==> src/rtl/icache_refill.sv <==
// Instruction-cache miss handler: one AXI4 INCR line burst per miss, each beat
// forwarded to the cache write port; IFU stalled until the line is installed.
module icache_refill #(
    parameter int ADDR_LEN   = 32,
    parameter int DATA_LEN   = 32,
    parameter int OFFSET_LEN = 5
) (
    input  logic                clock,
    input  logic                reset,
    input  logic [ADDR_LEN-1:0] ifu_araddr,
    input  logic                ifu_arvalid,
    input  logic                icache_hit,
    input  logic                inst_fencei,
    output logic                refill_busy,
    output logic                access_fault,
    output logic [ADDR_LEN-1:0] icache_awaddr,
    output logic [DATA_LEN-1:0] icache_wdata,
    output logic                icache_wvalid,
    output logic                io_master_arvalid,
    input  logic                io_master_arready,
    output logic [ADDR_LEN-1:0] io_master_araddr,
    output logic [7:0]          io_master_arlen,
    output logic [2:0]          io_master_arsize,
    output logic [1:0]          io_master_arburst,
    input  logic                io_master_rvalid,
    output logic                io_master_rready,
    input  logic [DATA_LEN-1:0] io_master_rdata,
    input  logic [1:0]          io_master_rresp,
    input  logic                io_master_rlast
);
    localparam int CNT_W = OFFSET_LEN - 2;
    localparam int BEATS = 1 << CNT_W;
    localparam logic [ADDR_LEN-1:0] OFF_MASK = ADDR_LEN'((1 << OFFSET_LEN) - 1);

    typedef enum logic [1:0] {S_IDLE, S_AR, S_R, S_DONE} state_e;

    state_e              state_q, state_d;
    logic [ADDR_LEN-1:0] base_q, base_d;
    logic [CNT_W-1:0]    cnt_q, cnt_d;
    logic                drop_q, drop_d;
    logic                err_q, err_d;
    logic                beat;

    always_ff @(posedge clock or negedge reset) begin
        if (!reset) begin
            state_q <= S_IDLE;
            base_q  <= '0;
            cnt_q   <= '0;
            drop_q  <= 1'b0;
            err_q   <= 1'b0;
        end else begin
            state_q <= state_d;
            base_q  <= base_d;
            cnt_q   <= cnt_d;
            drop_q  <= drop_d;
            err_q   <= err_d;
        end
    end

    assign beat = (state_q == S_R) && io_master_rvalid;

    always_comb begin
        state_d = state_q;
        base_d  = base_q;
        cnt_d   = cnt_q;
        drop_d  = drop_q;
        err_d   = err_q;
        unique case (state_q)
            S_IDLE: begin
                if (ifu_arvalid && !icache_hit && !inst_fencei) begin
                    base_d  = ifu_araddr & ~OFF_MASK;
                    cnt_d   = '0;
                    drop_d  = 1'b0;
                    err_d   = 1'b0;
                    state_d = S_AR;
                end
            end
            S_AR: begin
                if (inst_fencei) drop_d = 1'b1;
                if (io_master_arready) state_d = S_R;
            end
            S_R: begin
                if (inst_fencei) drop_d = 1'b1;
                if (io_master_rvalid) begin
                    cnt_d = cnt_q + 1'b1;
                    if (io_master_rresp != 2'b00) err_d = 1'b1;
                    if (io_master_rlast) begin
                        // A burst ending before the final beat left the line incomplete.
                        if (cnt_q != CNT_W'(BEATS - 1)) err_d = 1'b1;
                        state_d = S_DONE;
                    end
                end
            end
            S_DONE: state_d = S_IDLE;
            default: state_d = S_IDLE;
        endcase
    end

    always_comb begin
        refill_busy       = (state_q != S_IDLE);
        access_fault      = (state_q == S_DONE) && err_q;
        io_master_arvalid = (state_q == S_AR);
        io_master_araddr  = (state_q == S_AR) ? base_q : '0;
        io_master_rready  = (state_q == S_R);
        // fence.i on the beat's own cycle already kills that beat.
        icache_wvalid     = beat && !drop_q && !inst_fencei && !err_q &&
                            (io_master_rresp == 2'b00);
        icache_awaddr     = beat ? (base_q | ({{(ADDR_LEN-CNT_W){1'b0}}, cnt_q} << 2)) : '0;
        icache_wdata      = beat ? io_master_rdata : '0;
    end

    assign io_master_arlen   = 8'(BEATS - 1);
    assign io_master_arsize  = 3'b010;
    assign io_master_arburst = 2'b01;

endmodule
==> config.mk <==
export PLATFORM = sky130hd
export DESIGN_NAME = icache_refill
export DESIGN_NICKNAME = d
export VERILOG_FILES = /design/src/rtl/icache_refill.sv
export SDC_FILE = /design/constraint.sdc
export NUM_CORES = 1
export LEC_CHECK = 0
export ABC_AREA = 1
export CAP_MARGIN = 20
export CORE_ASPECT_RATIO = 0.6
export CORE_UTILIZATION = 37
export CTS_CLUSTER_DIAMETER = 100
export DETAILED_ROUTE_END_ITERATION = 12
export MAX_ROUTING_LAYER = met4
export PLACE_DENSITY_LB_ADDON = 0.12
export SYNTH_ARGS = -nofsm -noshare
export SYNTH_HDL_FRONTEND = slang
export SYNTH_SLANG_ARGS = --single-unit
==> constraint.sdc <==
create_clock -name clock -period 2.45 [get_ports clock]
set_input_delay 0.49 -clock clock [delete_from_list [all_inputs] [get_ports clock]]
set_output_delay 0.49 -clock clock [all_outputs]
set_load 0.02 [all_outputs]
==> Yosys cells after proc, flatten, opt, wreduce, memory -nomap -nowiden <==
Cells that the tools add are included.
{ "totals": {"ff_bits": 34, "out_inout_bits": 114, "word_cells": 58, "inputBits": 74} }
{ "op_classes": {"n_reduce_logical": 23, "n_bitwise": 1, "n_addsub": 1, "eq_ne": 9, "n_mux": 19} }
{ "ops": {"columns": ["cell", "count"], "rows": [
  ["32-bit 2-to-1 mux", 3],
  ["32-bit by 5-bit bitwise OR with 32-bit output", 1],
  ["1-bit logical AND", 8],
  ["2-bit 2-to-1 mux", 4],
  ["2-bit one-hot mux with 4 select lines", 1],
  ["2-bit nonzero test", 4],
  ["1-bit 2-to-1 mux", 6],
  ["3-bit 2-to-1 mux", 2],
  ["2-bit by 1-bit != test with 1-bit output (second input constant)", 3],
  ["3-bit one-hot mux with 2 select lines", 1],
  ["3-bit AND reduction", 2],
  ["2-bit equality test (second input constant)", 2],
  ["1-bit logical NOT", 4],
  ["2-bit logical NOT", 2],
  ["2-bit != test (second input constant)", 2],
  ["1-bit one-hot mux with 2 select lines", 2],
  ["4-bit AND reduction", 1],
  ["3-bit by 1-bit adder with 3-bit output (second input constant)", 1],
  ["3-bit != test (second input constant)", 1],
  ["2-bit by 1-bit equality test with 1-bit output (second input constant)", 1],
  ["2-bit AND reduction", 1],
  ["2-bit OR reduction", 1]
]} }

==> Depth between registers and ports, before layout <==
Gate-level depths: netlist (run 1).
{ "depth": {"depth_word": 6, "ltp_mapped": 9, "mapped_depth_nobuf": 9} }

==> Worst setup path after synthesis (run 1) <==
Ideal clock, no wire load.
{ "synth_path": {"path_type": "register to output", "from": "reg state_q[0]", "to": "out icache_wvalid", "n_path_buf": 0, "path_stages_with_launch": 5, "required_ns": 1.960, "slack_ns": 0.162, "arrival_time_ns": 1.798, "cell_sequence": "dfrtp_1 inv_1 ha_1 nand2_1 nor4_1"} }
{ "synth_between": {"elab_chain_len": 6} }
{ "synth_lines": {"columns": ["item", "line", "source"], "rows": [
  ["start, declared", "37", "state_e state_q, state_d;"],
  ["start signal, assigned", "52", "state_q <= state_d;"],
  ["2-bit equality test", null, null],
  ["net io_master_rready", "26", "output logic io_master_rready,"],
  ["1-bit logical AND", "60", "assign beat = (state_q == S_R) && io_master_rvalid;"],
  ["1-bit logical AND (4 in series)", "106", "icache_wvalid = beat && !drop_q && !inst_fencei && !err_q &&"],
  ["end, declared", "18", "output logic icache_wvalid,"]
]} }
The timed path passes the listed nets, and every way through them passes these cells.

==> Final worst setup path (run 1) <==
{ "layout_path": {"from": "reg state_q[1]", "to": "out io_master_arvalid"} }
{ "layout_between": {"elab_chain_len": 1} }
{ "layout_lines": {"columns": ["item", "line", "source"], "rows": [
  ["2-bit by 1-bit equality test with 1-bit output", "102", "io_master_arvalid = (state_q == S_AR);"],
  ["end, declared", "19", "output logic io_master_arvalid,"]
]} }
No other way between the ends.

==> flow_metrics.tcl, run 1 <==
set metrics [dict create \
    grt_max_degree 35 \
    n_antenna_cell 0 \
    io_buffer_count 162 \
    clock-sinks 34 \
    period_needed_ps 2320 \
    yosysMostFrequentCell "inv_1" \
    rsz0062_at_grt "false" \
    grt-ovfl-total 0 \
    finalCoreUtilization_pct 66.1 \
    synth-edff-count 0 \
    hold_violations 0 \
    hpwl_um 5330 \
    dp_cells 607 \
    p_total_mw 3.62 \
    synth_cell_types 21 \
    synthesis.area_um2 2440 \
    core-area_um2 6250 \
    fin_crit_sh_pct 94.8 \
    die_h_um 65.0 \
    min_path_type "input port to async pin" \
    ir_drop_v 0.000384 \
    max_cap_viol_count 0 \
    initial_core_util_pct 39.1 \
    avgSynthCellArea_um2 6.63 \
    placed_cell_area_um2 4090 \
    whs_ps 287 \
    crit_required_ps 1960 \
    antenna_found_initial 0 \
    cts.clk_slew.worst_paths_ps 70 \
    setup_viol 0 \
    finalNonFillerCells 614 \
    drt_first_pass_iters 4 \
    std_cell_rows 22 \
    grt_pass1_vias 2474 \
    slew_headroom_pct 47.4 \
    cts_tree "yes" \
    crit_path_end_kind "output port" \
    synthCells 369 \
    ys_top_cells_by_area "dfrtp_1 (35%), inv_1 (16%), nand2_1 (13%)" \
    die_x_um 107 \
    crit_type "register to output port" \
    cts_max_path_buffers 2 \
    fill_cells 578 \
    synth_top_area_share_pct 34.8 \
    vias 2554 \
    yosysTopAreaCell "dfrtp_1" \
    synth-seq-cells 34 \
    status "completed" \
    fin_area_um2 4130 \
    crit_arrival_ps 1830 \
    cts_root_buf "clkbuf_8" \
    htreeDepth 2 \
    cts_buffers 5 \
    grt_pass1_wl_um 11000 \
    gp_congestion 0.777 \
    yosysWarnings 0 \
    netlist_top_cells_count "inv_1 (101), nand2_1 (83), nor2_1 (67)" \
    yosysSeqAreaShare_pct 34.8 \
    max_freq_mhz 430 \
    worstMarginPinSlew_ps 789 \
    synthToLayoutAreaGrowth_pct 68.8 \
    critPathLaunchType "register" \
    hold_buffers 0 \
    ioPinCount 188 \
    power_leakage_nw 2.85 \
    async_reset_ff_share_pct 100 \
    initialDrtViolationCount 121 \
    clk_latency_ps 280 \
    wl_per_cell_um 11.1 \
    wl_um 6810 \
    grtUsageTotal_pct 20.7 \
    ys.flop_type "dfrtp_1" \
    power.density_nw_per_um2 878 \
    drtAntennaViolNets 0 \
    crit_path_max_fanout 7 \
    fin_skew_ps 3.91 \
    vias_per_cell 4.16 \
    drv_slew 0 \
    drc_errors 0 \
    nets 611 \
    final_layout_size_suffix_gt1_share_pct 8.68 \
    dieArea_um2 6950 \
]
-- power by group --
part | switching [mW] | total [mW] | leakage (nW) | internal (mW)
clock network | 0.196 | 0.386 | 0.0438 | 0.191
registers | 0.147 | 0.972 | 0.414 | 0.825
logic | 1.34 | 2.27 | 2.40 | 0.921
total | 1.69 | 3.62 | 2.85 | 1.94
-- metal layers --
layer  part of all wire [%]  wire length, um  track usage [%]  vias to the layer above
li1                       -                -                -                     1318
met1                     47             3190             26.0                     1140
met2                     47             3180             34.2                       94
met3                    6.1              415             4.73                        2
met4                   0.41               28             4.62                        0
met5                      0                0                -                        -
-- cells by family (layout without fill, tap and decap cells) --
family | count (synthesis) | in the layout | synth area share, %
simple gates | 157 | 157 | 25.2
fa+ha+maj | 7 | 7 | 3.58
other cells | 2 | 20 | 0.307
compound gates | 32 | 32 | 10.1
buf+inv | 137 | 280 | 26.0
flops | 34 | 34 | 34.8
-- state kept, by name (all words and copies together), names as in the netlist --
register / flops
base_q: 27
err_q: 1
drop_q: 1
state_q: 2
cnt_q: 3
-- critical path, stage by stage (launching register included) --
cell	delay, ps
dfrtp_1	410
inv_1	130
ha_1	230
buf_4	170
clkdlybuf4s50_1	600
-- path summary, 6_finish.rpt --
path / slack, ps / cells after the start / start / end
worst min-delay path: 290 / 1 / reset / base_q[11]$_DFFE_PN0P_
max in group asynchronous: 1660 / 1 / reset / base_q[26]$_DFFE_PN0P_
worst max-delay path: 130 / 4 / state_q[1]$_DFFE_PN0P_ / io_master_arvalid
min in group clock: 530 / 2 / err_q$_DFFE_PN0P_ / err_q$_DFFE_PN0P_
worst min register to register: 530 / 2 / err_q$_DFFE_PN0P_ / err_q$_DFFE_PN0P_
worst max register to register: 750 / 7 / state_q[1]$_DFFE_PN0P_ / base_q[20]$_DFFE_PN0P_
-- metrics by stage --
step                      setup TNS, ps  setup WS, ps
after global placement            -5060          -117
after CTS                             0         0.411
after global routing                  0          2.17
final                                 0           127
after floorplan                       0           162
after detailed placement          -6130          -147
-- what timing repair did --
| item | 4_1_cts | 5_1_grt |
|---|---|---|
| resized for setup | 70 | 25 |
| endpoints found under the setup margin | 70 | 24 |
| setup buffers | 0 | 0 |
-- layout make-up --
type	count	area [um^2]	share of cell area (%)
Timing Repair Buffer	170	1680	40.6
Multi-Input combinational cell	216	1030	24.9
Sequential cell	34	851	20.6
Inverter	103	387	9.37
Tap cell	84	105	2.55
Clock buffer	5	68.8	1.67
Clock inverter	2	10.0	0.242
-- placed cells by master, fill, tap and decap left out, drive strengths merged --
master / synthesis / routed
a21oi: 3 / 3
buf: 34 / 9
clkbuf: 0 / 6
clkdlybuf4s15: 0 / 2
clkdlybuf4s50: 0 / 70
clkinv: 0 / 2
conb: 2 / 20
dfrtp: 34 / 34
dlygate4sd2: 0 / 67
dlymetal6s2s: 0 / 21
ha: 7 / 7
inv: 103 / 103
nand2: 84 / 84
nand3: 3 / 3
nor2: 68 / 68
nor4: 1 / 1
o21ai: 29 / 29
or2: 1 / 1
(Power assumes the default switching activity.)
==> run 2, diff against run 1 <==
Settings changed: PLACE_DENSITY from default to 0.91, PLACE_DENSITY_LB_ADDON 0.12 to default.
==> run 2 against run 1 <==
Net effect: sequential cell count did not move; worst setup slack improved by 1.4 ps; critical path depth did not move; maximum frequency barely moved; die area did not move; highest routed layer unchanged.
==> flow_metrics.tcl, run 2 (same netlist as run 1, synthesis figures left out) <==
set metrics [dict create \
    status "completed" \
    combPwrFrac_pct 60.1 \
    ioPinCount 188 \
    gp_congestion 0.829 \
    cts.clk_slew.worst_paths_ps 70 \
    min_path_type "register to register" \
    period_needed_ps 2320 \
    ir_drop_v 0.000409 \
    dp_cells 608 \
    crit_required_ps 1960 \
    drc_errors 0 \
    wl_per_cell_um 11.5 \
    fill_cells 527 \
    critPathLaunchType "register" \
    drv_slew 0 \
    hpwl_um 5570 \
    grt_pass1_vias 2501 \
    clk_latency_ps 280 \
    dieArea_um2 6950 \
    cts_root_buf "clkbuf_8" \
    finalCoreUtilization_pct 66.7 \
    io_buffer_count 162 \
    die_h_um 65.0 \
    rsz0062_at_grt "false" \
    reg.largest.list "base_q x27, cnt_q x3, state_q x2" \
    core-area_um2 6250 \
    final_common_cell "inv_1" \
    p_total_mw 3.75 \
    vias_per_cell 4.18 \
    final_layout_size_suffix_gt1_share_pct 8.47 \
    clock-sinks 34 \
    cts_buffers 5 \
    grt_max_degree 40 \
    htreeDepth 2 \
    vias 2571 \
    switchingPower_mw 1.69 \
    antenna_found_initial 0 \
    hold_violations 0 \
    power_leakage_nw 2.82 \
    seqCellArea_um2 851 \
    p_int_mw 2.06 \
    power.density_nw_per_um2 900 \
    initialDrtViolationCount 100 \
    drtAntennaViolNets 0 \
    std_cell_rows 22 \
    drt_first_pass_iters 4 \
    max_freq_mhz 431 \
    grtUsageTotal_pct 21.3 \
    fin_skew_ps 7.42 \
    largest_register_ffs 27 \
    mostFrequentLayoutCells "inv_1 (101), nand2_1 (82), clkdlybuf4s50_1 (71), dlygate4sd2_1 (71), nor2_1 (67)" \
    initial_core_util_pct 39.1 \
    clockPowerShare_pct 13.8 \
    nets 612 \
    n_antenna_cell 0 \
    p_seq_share_pct 26.1 \
    largest-register "base_q" \
    crit_path_max_fanout 5 \
    grt-ovfl-total 0 \
    die_x_um 107 \
    synthToLayoutAreaGrowth_pct 70.5 \
    setup_viol 0 \
    crit_type "register to output port" \
    swShare_pct 45.0 \
    cts_max_path_buffers 2 \
    crit_path_end_kind "output port" \
    max_cap_viol_count 0 \
    hold_buffers 0 \
    multi_input_area_um2 1030 \
    cts_tree "yes" \
    grt_pass1_wl_um 11300 \
    finalNonFillerCells 615 \
    wl_um 7050 \
    fin_crit_sh_pct 94.8 \
    crit_arrival_ps 1830 \
]
-- run 2: what timing repair did --
item	in CTS	in global routing
setup endpoints to repair	82	20
pin swaps	0	0
gates resized for setup	76	21
setup buffers	0	0
-- run 2: power by group through the flow --
| stage | logic [mW] | clock network (mW) | registers (mW) |
|---|---|---|---|
| 3_5_place_dp | 2.43 | 0 | 0.989 |
| 5_1_grt | 2.48 | 0.571 | 1.01 |
| 2_1_floorplan | 1.46 | 0 | 0.947 |
| 6_report | 2.26 | 0.517 | 0.978 |
| 3_3_place_gp | 2.38 | 0 | 0.968 |
| 4_1_cts | 2.29 | 0.536 | 0.978 |
-- run 2: final cells by class --
cell class                 instances  share of cell area [%]
clock buffer                       6                    1.98
multi-input combinational        216                    24.7
sequential                        34                    20.4
clock inverter                     1                   0.720
inverter                         103                    9.27
timing repair buffer             171                    40.4
tap                               84                    2.52
-- run 2: layer usage --
| layer | routed length [um] | up-vias | GRT usage [%] |
|---|---|---|---|
| li1 | - | 1318 | - |
| met1 | 3010 | 1158 | 25.0 |
| met2 | 3550 | 93 | 38.4 |
| met3 | 478 | 2 | 5.23 |
| met4 | 14 | 0 | 2.23 |
| met5 | 0 | - | - |
-- run 2: through the flow --
stage / hold slack [ps] / worst slack [ps] / TNS (ps) / instance area (um^2)
3_5_place_dp: 493 / -105 / -3020 / 4100
5_1_grt: 552 / 11.3 / 0 / 4170
3_3_place_gp: 490 / -92.5 / -2370 / 4100
2_1_floorplan: 194 / 162 / 0 / 2510
4_1_cts: 512 / 0.239 / 0 / 4120
6_report: 510 / 128 / 0 / 4170
-- run 2: worst max-delay path, stage by stage, from the launching register on --
cell             delay [ps]
dfrtp_1                 410
inv_1                   100
ha_1                    260
inv_2                   150
clkdlybuf4s50_1         630
-- run 2: worst paths after layout --
path                                   startpoint                     end  slack [ps]  depth (start not counted)
setup / recovery           state_q[0]$_DFFE_PN0P_             refill_busy         130                          4
hold / removal                  err_q$_DFFE_PN0P_       err_q$_DFFE_PN0P_         510                          2
setup reg to reg           state_q[0]$_DFFE_PN0P_   base_q[5]$_DFFE_PN0P_         870                          7
hold reg to reg                 err_q$_DFFE_PN0P_       err_q$_DFFE_PN0P_         510                          2
max in group asynchronous                   reset  base_q[28]$_DFFE_PN0P_        1500                          2
min in group asynchronous                   reset  base_q[11]$_DFFE_PN0P_         630                          2
